**config.mk**
```make
export PLATFORM = sky130hd
export DESIGN_NAME = free_list
export DESIGN_NICKNAME = d
export VERILOG_FILES = /design/src/rtl/free_list.sv
export SDC_FILE = /design/constraint.sdc
export NUM_CORES = 1
export LEC_CHECK = 0
export BUFFER_PORTS_ARGS = -buffer_cell sky130_fd_sc_hd__buf_2
export CAP_MARGIN = 15
export CORE_MARGIN = 2
export CORE_UTILIZATION = 40
export CTS_CLUSTER_SIZE = 16
export DETAILED_ROUTE_END_ITERATION = 10
export PLACE_DENSITY_LB_ADDON = 0.05
export SETUP_SLACK_MARGIN = 0.1
export SYNTH_ARGS = -nofsm -noshare
export SYNTH_HDL_FRONTEND = slang
export SYNTH_SLANG_ARGS = --single-unit
```
**constraint.sdc**
```tcl
create_clock -name clock -period 6.9 [get_ports clock]
set_clock_uncertainty 0.15 [all_clocks]
set_input_delay 1.38 -clock clock [delete_from_list [all_inputs] [get_ports clock]]
set_output_delay 1.38 -clock clock [all_outputs]
set_load 0.01 [all_outputs]
```
**src/rtl/free_list.sv**
```systemverilog
// free_list: circular FIFO of free physical register tags with a single head checkpoint
// Ports:
//   clock, reset        - rising-edge clock, asynchronous active-low reset
//   dispatch_en         - consume the head tag this cycle
//   free, t_out         - list non-empty; head tag
//   retire_en,
//   retire_t_old        - recycle a retired tag (pushed only when its valid bit is set)
//   checkpoint_en       - save the post-pop head pointer for a new branch
//   rollback_en         - restore head from the checkpoint (pop/checkpoint ignored)
//   count               - number of free tags
//   overflow_err        - sticky: a push was attempted while full
// Tag layout on t_out / retire_t_old: {phys_reg, valid}, valid in bit 0.
module free_list #(
    parameter int PHYS_REG_SZ = 64,
    parameter int ARCH_REG_SZ = 32,
    parameter int FL_SZ = PHYS_REG_SZ - ARCH_REG_SZ,
    localparam int RW = $clog2(PHYS_REG_SZ),
    localparam int PW = $clog2(FL_SZ) + 1
) (
    input  logic          clock,
    input  logic          reset,
    input  logic          dispatch_en,
    output logic          free,
    output logic [RW:0]   t_out,
    input  logic          retire_en,
    input  logic [RW:0]   retire_t_old,
    input  logic          checkpoint_en,
    input  logic          rollback_en,
    output logic [PW-1:0] count,
    output logic          overflow_err
);
    logic [RW-1:0] entry [FL_SZ];
    logic [PW-1:0] head, tail, ckpt, head_nxt;
    logic full, pop, push_try, push;

    // Pointers carry a wrap bit, so tail - head is the occupancy even when
    // the indices are equal (empty vs. full differ only in the wrap bit).
    always_comb begin
        count    = tail - head;
        free     = count != '0;
        full     = count == PW'(FL_SZ);
        t_out    = {entry[head[PW-2:0]], free};
        pop      = dispatch_en && free && !rollback_en;
        push_try = retire_en && retire_t_old[0];
        push     = push_try && !full;
        head_nxt = rollback_en ? ckpt : head + PW'(pop);
    end

    always_ff @(posedge clock or negedge reset) begin
        if (!reset) begin
            for (int i = 0; i < FL_SZ; i++) entry[i] <= RW'(ARCH_REG_SZ + i);
            head         <= '0;
            ckpt         <= '0;
            tail         <= PW'(FL_SZ);
            overflow_err <= 1'b0;
        end else begin
            if (push) entry[tail[PW-2:0]] <= retire_t_old[RW:1];
            if (push) tail <= tail + 1'b1;
            head <= head_nxt;
            // Checkpoint the post-pop head so the branch keeps its own tag.
            if (checkpoint_en && !rollback_en) ckpt <= head_nxt;
            if (push_try && full) overflow_err <= 1'b1;
        end
    end
endmodule

```
==> out/results.txt, run 1 <==
Syn Area/Cell -> 15.3 sq um
Reg2Reg Setup Slack -> 2.19 ns
Worst-Margin Slew -> 1.06 ns
Starting Density -> 0.404
Sw Pwr -> 0.00163 W
CTS H-tree lvls -> 1
core area -> 0.0259 sq mm
Logic pwr share -> 0.339
Leak Pwr -> 5.01 nW
CP Data Arrival Time -> 3.40 ns
Rel. slew slack -> 0.291
1st-pass router iterations -> 4
die area -> 0.0275 sq mm
Synth warnings -> 0
TritonCTS clock tree -> yes
CTS buffer count -> 24
dpl hpwl -> 15800 um
placed cells -> 1006
Vias -> 5720
Distinct cells, synth -> 46
Setup TNS -> 0 ns
VDD IR max -> 0.387 mV
antenna violations before repair -> 0
element type at the critical path end -> output port
clock root buffer master -> clkbuf_16
Post-Synthesis Cells -> 684
Post-Syn Nets -> 709
FMAX -> 203 MHz
Final min period -> 4.93 ns
DRC -> 0
Post-Syn Area -> 0.0105 sq mm
worst hold path type -> reg -> reg
via count of the first global-routing pass -> 6289
RSZ-0062 raised after global routing -> no
Max clock buf depth -> 3
Non-Filler Instances -> 1050
Iteration-0 DRC Markers -> 315
post_cts resized -> 0
max cap viols -> 0
CP Launch Type -> register
clock sinks -> 211
final net count -> 722
Worst-path clk slew -> 0.06 ns
Reg power frac -> 0.409
sw frac -> 0.318
share of cells above drive strength 1 -> 0.575
number of top-level pins -> 28
GRT overflow -> 0
Skew-Pair Late Insertion Delay -> 0.51 ns
WS Path Type -> reg -> out
width of the chip -> 166 um
Routed WL -> 24000 um
vias per std cell -> 5.45
Design Power -> 0.00513 W
die span in y -> 166 um
Power Dens Cells -> 439 mW/mm^2
port bufs -> 27
post-route ant nets -> 0
fin crit share -> 0.715
n_diodes -> 0
status -> complete, no violations
synth-to-layout area growth -> 11.8%
first-pass GRT wire length -> 38300 um
largest net degree at the start of global routing -> 147
Final Setup Violations -> 0
Pint -> 0.00350 W
gr usage total -> 0.179
drt wl/cell -> 22.9 um
Final Hold Viols -> 0
Hold Buf Count CTS -> 0
sequential element share of the synthesized area -> 0.518
clock share of power -> 0.252
Fill cells -> 2241
Crit Path Max Fanout -> 25
Placer Congestion -> 0.800
register bit total from synthesis -> 211
max-slew violations -> 0
postcts setup bufs -> 0
floorplan row count -> 59
Required @ worst endpoint -> 5.37 ns
-- metal layers --
layer  GRT usage  routed length (um)
met5           0                   0
met2       0.301               11800
met4      0.0537                 768
met3      0.0274                 913
met1       0.241               10600
-- critical path: stages (launching register included) --
cell and delay, ns:
dfrtp_4 0.70, ha_1 0.32, fa_1 0.51, inv_1 0.07
or4_1 0.52, mux2i_1 0.31, and2_1 0.21, nand2_1 0.09
buf_2 0.16
-- cell usage after synthesis, drive strengths merged --
cell,count,share of area
or3,2,0.0012
o32ai,1,0.00084
buf,13,0.0085
nand3,6,0.0029
o211ai,1,0.0012
xnor2,10,0.0084
clkbuf,31,0.011
or4,1,0.00072
and3b,1,0.00084
o2bb2ai,1,0.00084
nand3b,3,0.0022
ha,11,0.013
clkinv,2,0.00072
nand4,3,0.0030
nand2,54,0.038
xor2,3,0.0025
mux2,204,0.22
nor2,34,0.012
dfrtp,98,0.23
a31o,2,0.0017
or3b,1,0.00084
and3,2,0.0012
and2,4,0.0024
mux2i,1,0.00096
a21oi,2,0.00096
o21a,1,0.00072
dfstp,113,0.28
o21ai,2,0.00096
nand2b,3,0.0018
nand4b,1,0.00084
mux4,60,0.13
fa,1,0.0019
nor3b,2,0.0036
nor3,1,0.00048
inv,9,0.0032
-- through the flow --
| stage | cell area, sq um | util | setup slack (ns) | hold slack, ns |
|---|---|---|---|---|
| global route | 11700 | 0.452 | 1.70 | 0.345 |
| global placement | 10900 | 0.420 | 2.22 | 0.302 |
| CTS | 11700 | 0.452 | 1.87 | 0.325 |
| detailed placement | 10900 | 0.420 | 2.13 | 0.312 |
| floorplan | 10500 | - | 2.85 | 0.309 |
| finish | 11700 | 0.452 | 1.97 | 0.324 |
-- sequential cells by signal, indices dropped and copies added (netlist names) --
name,flops
entry,192
tail,6
overflow_err,1
head,6
ckpt,6
-- worst paths after layout --
path / depth (start not counted) / endpoint / from
max: 8 / free / head[0]
min in group asynchronous: 1 / ckpt[0] / reset
max reg2reg: 9 / entry[37] / head[4]
min reg2reg: 1 / overflow_err / overflow_err
max in group asynchronous: 2 / entry[54] / reset
min: 1 / overflow_err / overflow_err
-- logic make-up (layout without fill, tap and decap cells) --
group,count (synthesis),after routing,synth area share
mux,265,265,0.354
buf+inv,55,86,0.0235
xor+xnor,13,13,0.0109
simple gates,118,118,0.0718
compound gates,10,10,0.00717
fa+ha+maj,12,12,0.0151
flops,211,211,0.518
-- placed cells by master (no fill, tap or decap), drive strengths merged, types with 3 or more instances in the layout --
master  count
and2        4
xor2        3
nor2       34
clkbuf     39
nand4       3
ha         11
mux4       60
nand2      54
mux2      204
buf        30
clkinv      7
dfstp     113
nand3       6
nand2b      3
dfrtp      98
xnor2      10
nand3b      3
inv         9
-- power groups by stage --
stage | combinational [W] | sequential [W] | clock [W]
6_report | 0.00174 | 0.00210 | 0.00129
4_1_cts | 0.00178 | 0.00211 | 0.00132
2_1_floorplan | 0.00138 | 0.00194 | 0
3_3_place_gp | 0.00174 | 0.00210 | 0
5_1_grt | 0.00189 | 0.00217 | 0.00138
3_5_place_dp | 0.00177 | 0.00212 | 0
-- layout make-up --
cell class | count | area [sq um] | share of cell area
well taps | 335 | 419 | 0.0358
inverters | 11 | 41.3 | 0.00353
clock inverters | 6 | 55.1 | 0.00470
multi-input cells | 418 | 4810 | 0.411
repair buffers | 31 | 186 | 0.0159
flip-flops and latches | 211 | 5430 | 0.464
clock buffers | 38 | 764 | 0.0653
No activity file was read; power rests on OpenSTA's default activity.
==> run 2, diff against run 1 <==
clock period = 4.85 ns   (was 6.9 ns; I/O delays follow)
==> out/results.txt, run 2 (synthesis results as in run 1) <==
floorplan row count -> 59 (unchanged)
Logic pwr share -> 0.356 (+0.017)
Final Hold Viols -> 0 (unchanged)
Placer Congestion -> 0.790 (-1.2%)
Required @ worst endpoint -> 3.73 ns (-1.64 ns)
Hold Buf Count CTS -> 0 (unchanged)
worst hold path type -> in -> async
fin crit share -> 0.877
1st-pass router iterations -> 4 (unchanged)
drt wl/cell -> 23.5 um (+2.7%)
post_cts resized -> 0 (unchanged)
status -> complete, no violations
final net count -> 726 (+0.55%)
RR Startpoint -> tail[0]
Setup TNS -> 0 ns (unchanged)
final design utilization -> 0.454 (+0.00280)
critical path's slowest cell -> fa_1
GRT overflow -> 0 (unchanged)
synth-to-layout area growth -> 12.5%
Worst-path clk slew -> 0.06 ns (about the same)
clock sinks -> 211 (unchanged)
max cap viols -> 0 (unchanged)
Reg power frac -> 0.387 (-0.022)
Crit Path Max Fanout -> 4 (-84%)
Final min period -> 4.25 ns
Iteration-0 DRC Markers -> 316 (+0.32%)
postcts setup bufs -> 0 (unchanged)
clock root buffer master -> clkbuf_16
DRC -> 0 (unchanged)
Power Dens Cells -> 637 mW/mm^2 (+45%)
Vias -> 5701 (-0.33%)
Final Setup Violations -> 0 (unchanged)
Leak Pwr -> 5.03 nW (+0.42%)
Rel. slew slack -> 0.422 (+0.131)
Most flops, register -> entry
CP delay by family, top -> simple AND/OR/NAND/NOR gates
number of top-level pins -> 28 (unchanged)
Routed WL -> 24800 um (+3.2%)
Largest register FFs -> 192 (unchanged)
CP Data Arrival Time -> 3.13 ns (-0.27 ns)
sw frac -> 0.321 (+0.00351)
die span in y -> 166 um (unchanged)
CP bufs+invs -> 3 (+1)
FMAX -> 235 MHz
Reg2Reg Setup Slack -> 1.04 ns (-1.15 ns)
Pint -> 0.00509 W (+45%)
width of the chip -> 166 um (unchanged)
worst hold slack -> 0.315 ns (-0.00922 ns)
post-route ant nets -> 0 (unchanged)
TritonCTS clock tree -> yes
port bufs -> 27 (unchanged)
Skew-Pair Late Insertion Delay -> 0.51 ns (about the same)
antenna violations before repair -> 1 (+1)
commonest non-fill, non-tap cell in the layout -> mux2_2
gr usage total -> 0.187 (+0.00762)
clock share of power -> 0.257 (+0.005)
first-pass GRT wire length -> 39600 um (+3.5%)
Starting Density -> 0.404 (unchanged)
vias per std cell -> 5.40 (-0.80%)
most frequent cells in the layout -> mux2_2 (132), dfstp_2 (113), dfrtp_1 (96)
CP max stage delay -> 0.51 ns (-0.19 ns)
die area -> 0.0275 sq mm (unchanged)
CTS H-tree lvls -> 1 (unchanged)
WS Path Type -> reg -> out
dpl hpwl -> 16200 um (+2.2%)
CTS buffer count -> 25 (+4.2%)
CP startpoint -> tail[0]
Fill cells -> 2262 (+0.94%)
RSZ-0062 raised after global routing -> no
via count of the first global-routing pass -> 6427 (+2.2%)
most frequent CP cell -> inv_1
CP Launch Type -> register
core area -> 0.0259 sq mm (unchanged)
share of cells above drive strength 1 -> 0.572 (-0.00320)
max-slew violations -> 0 (unchanged)
Max clock buf depth -> 3 (unchanged)
Sw Pwr -> 0.00241 W (+48%)
VDD IR max -> 0.495 mV (+28%)
Worst-Margin Slew -> 0.866 ns (-0.192 ns)
element type at the critical path end -> output port
critical path, cell by cell -> inv_1 -> ha_1 -> fa_1 -> inv_1 -> or4_1 -> mux2i_1 -> and2_1 -> nand2_1 -> buf_2
largest net degree at the start of global routing -> 137 (-6.8%)
[run 2: changes by cell type in the layout (fill, tap and decap cells not counted)]
cell,change
diode_2,+1
clkinv_2,-4
clkinv_1,+1
clkinvlp_4,+1
bufinv_16,+2
buf_12,+1
clkbuf_8,-2
buf_4,+2
clkbuf_1,+3
[run 2: worst paths after layout]
| check | endpoint | cells past startpoint |
|---|---|---|
| setup / recovery | t_out[0] | 9 |
| hold / removal | ckpt[0] | 1 |
| setup reg to reg | head[4] | 14 |
| hold reg to reg | overflow_err | 1 |
| max in group asynchronous | entry[157] | 2 |
| min in group clock | overflow_err | 1 |
[run 2: layout make-up]
type                    count  area [sq um]  area share
diodes                      1          2.50    0.000212
repair buffers             34           221      0.0188
clock buffers              39           748      0.0635
flip-flops and latches    211          5430       0.461
multi-input cells         418          4810       0.409
inverters                  11          41.3     0.00351
clock inverters             6           106     0.00903
well taps                 335           419      0.0356
[run 2: worst register-to-register path, cell delays in order (launching register included)]
cell	delay [ns]
dfrtp_1	0.39
inv_1	0.12
ha_1	0.23
fa_1	0.51
inv_1	0.06
or4_1	0.51
mux2i_1	0.34
and2_1	0.22
nand2_1	0.09
and3b_1	0.19
ha_1	0.21
ha_1	0.22
nand3_1	0.10
xnor2_1	0.09
mux2_2	0.27
[run 2: power by group through the flow]
stage | clock (W) | combinational [W] | sequential (W)
after floorplan | 0 | 0.00196 | 0.00276
after global placement | 0 | 0.00268 | 0.00288
after detailed placement | 0 | 0.00271 | 0.00292
after CTS | 0.00199 | 0.00272 | 0.00290
after global routing | 0.00206 | 0.00290 | 0.00299
final | 0.00193 | 0.00267 | 0.00290
[run 2: routing by layer]
metal  vias up  wire length, um  share of wire  track usage
met4         0              704          0.028       0.0544
met5         -                0              0            0
met2        92            12000           0.48        0.312
li1       2538                -              -            -
met1      3029            11000           0.44        0.246
met3        42             1080          0.044       0.0410
[run 2: per-stage QoR]
stage                     setup slack, ns  area (sq um)  cells  total power, W
after floorplan                      1.21         10500    684         0.00473
after global placement               1.05         10900   1009         0.00556
after detailed placement             1.01         10900   1009         0.00564
after CTS                           0.554         11800   1054         0.00761
after global routing                0.437         11800   1054         0.00795
final                               0.596         11800   1055         0.00750
==> run 3, diff against run 2 <==
CORE_UTILIZATION = 45   (was 40)
clock period = 4 ns   (was 4.85 ns; I/O delays follow)
==> out/results.txt, run 3 (synthesis results as in run 1) <==
status -> complete, no violations
Final Hold Viols -> 0 (unchanged)
reg2reg path depth -> 13 (-1)
sw frac -> 0.318 (-0.00375)
Required @ worst endpoint -> 3.05 ns (-0.68 ns)
Max clock buf depth -> 3 (unchanged)
drt wl/cell -> 23.4 um (-0.54%)
clock root buffer master -> clkbuf_16
floorplan row count -> 55 (-6.8%)
VDD IR max -> 0.383 mV (-23%)
width of the chip -> 157 um (-5.6%)
via count of the first global-routing pass -> 6259 (-2.6%)
critical path, cell by cell -> ha_2 -> fa_1 -> inv_1 -> or4_4 -> mux2i_4 -> and2_4 -> nand2_2 -> buf_2
RR Endpoint -> head[4]
Iteration-0 DRC Markers -> 267 (-16%)
worst hold path type -> in -> async
die area -> 0.0245 sq mm (-11%)
CP max stage delay -> 0.54 ns (+0.03 ns)
Reg power frac -> 0.377 (-0.010)
Worst-Margin Slew -> 0.715 ns (-0.152 ns)
Worst-path clk slew -> 0.06 ns (about the same)
CP delay by family, top -> simple AND/OR/NAND/NOR gates
Largest register FFs -> 192 (unchanged)
Leak Pwr -> 5.18 nW (+3.0%)
Setup TNS -> 0 ns (unchanged)
FMAX -> 263 MHz
Reg2Reg Setup Slack -> 0.53 ns (-0.51 ns)
element type at the critical path end -> output port
share of cells above drive strength 1 -> 0.600 (+0.0281)
1st-pass router iterations -> 4 (unchanged)
RSZ-0062 raised after global routing -> no
post-route ant nets -> 0 (unchanged)
core area -> 0.0227 sq mm (-12%)
Rel. slew slack -> 0.524 (+0.101)
Logic pwr share -> 0.365 (+0.009)
GRT overflow -> 0 (unchanged)
synth-to-layout area growth -> 14.5%
dpl hpwl -> 15000 um (-6.9%)
port bufs -> 27 (unchanged)
CP Launch Type -> register
Placer Congestion -> 0.775 (-1.9%)
Hold Buf Count CTS -> 0 (unchanged)
gr usage total -> 0.208 (+0.0208)
critical path's slowest cell -> or4_4
vias per std cell -> 5.59 (+3.4%)
Pint -> 0.00627 W (+23%)
most frequent cells in the layout -> mux2_2 (132), dfstp_2 (113), dfrtp_1 (96)
DRC -> 0 (unchanged)
WS Path Type -> reg -> out
TritonCTS clock tree -> yes
placed cells -> 986 (-2.3%)
CP Data Arrival Time -> 2.85 ns (-0.28 ns)
n_diodes -> 0 (-1)
Power Dens Cells -> 767 mW/mm^2 (+20%)
Starting Density -> 0.461 (+0.0570)
commonest non-fill, non-tap cell in the layout -> mux2_2
Sw Pwr -> 0.00292 W (+21%)
Crit Path Max Fanout -> 3 (-1)
die span in y -> 157 um (-5.6%)
first-pass GRT wire length -> 38000 um (-4.1%)
Most flops, register -> entry
number of top-level pins -> 28 (unchanged)
max cap viols -> 0 (unchanged)
Skew-Pair Late Insertion Delay -> 0.52 ns (about the same)
clock sinks -> 211 (unchanged)
Final min period -> 3.80 ns
CTS buffer count -> 25 (unchanged)
final net count -> 755 (+4.0%)
Non-Filler Instances -> 1032 (-2.2%)
CTS H-tree lvls -> 1 (unchanged)
Fill cells -> 1881 (-17%)
largest net degree at the start of global routing -> 88 (-36%)
clock share of power -> 0.258 (about the same)
antenna violations before repair -> 0 (-1)
max-slew violations -> 0 (unchanged)
fin crit share -> 0.949
Final Setup Violations -> 0 (unchanged)
CP bufs+invs -> 2 (-1)
RR Startpoint -> head[0]
Routed WL -> 24100 um (-2.7%)
Vias -> 5769 (+1.2%)
==> run 3: area by class of cell <==
type,instances,area (sq um),share of cell area
repair buffers,63,472,0.0394
flip-flops and latches,211,5430,0.453
multi-input cells,418,4830,0.403
well taps,285,357,0.0297
clock buffers,33,696,0.0580
clock inverters,11,160,0.0134
inverters,11,41.3,0.00344
==> run 3: worst max-delay path by stage <==
stage | start | end | slack (ns) | depth (start not counted)
after floorplan | head[2] | head[4] | 0.40 | 15
after global placement | head[0] | head[4] | 0.43 | 13
after detailed placement | tail[0] | ckpt[4] | 0.37 | 14
after CTS | tail[0] | t_out[0] | 0.14 | 9
after global routing | head[0] | t_out[3] | 0.12 | 6
final | head[0] | t_out[0] | 0.20 | 8
==> run 3: per-stage QoR <==
| step | hold slack, ns | util | total power [W] | setup WS, ns | area, sq um |
|---|---|---|---|---|---|
| floorplan | 0.309 | - | 0.00573 | 0.396 | 10500 |
| global placement | 0.297 | 0.488 | 0.00670 | 0.429 | 11100 |
| detailed placement | 0.300 | 0.488 | 0.00682 | 0.365 | 11100 |
| CTS | 0.204 | 0.526 | 0.00924 | 0.141 | 12000 |
| global route | 0.242 | 0.528 | 0.00969 | 0.119 | 12000 |
| finish | 0.190 | 0.528 | 0.00919 | 0.205 | 12000 |
==> run 3: metal layers <==
metal,share of wire,track usage,vias up
li1,-,-,2585
met1,0.45,0.290,3054
met2,0.48,0.339,97
met3,0.041,0.0357,33
met4,0.023,0.0502,0
met5,0,0,-
==> run 3: what timing repair did <==
action	4_1_cts	5_1_grt
buffers inserted	1	1
resized for setup	1	6
setup endpoints to repair	2	3
==> run 3: power by group through the flow <==
stage / sequential (W) / clock (W) / combinational [W]
5_1_grt: 0.00357 / 0.00251 / 0.00361
2_1_floorplan: 0.00335 / 0 / 0.00238
4_1_cts: 0.00346 / 0.00243 / 0.00335
3_5_place_dp: 0.00350 / 0 / 0.00332
6_report: 0.00347 / 0.00237 / 0.00336
3_3_place_gp: 0.00344 / 0 / 0.00326
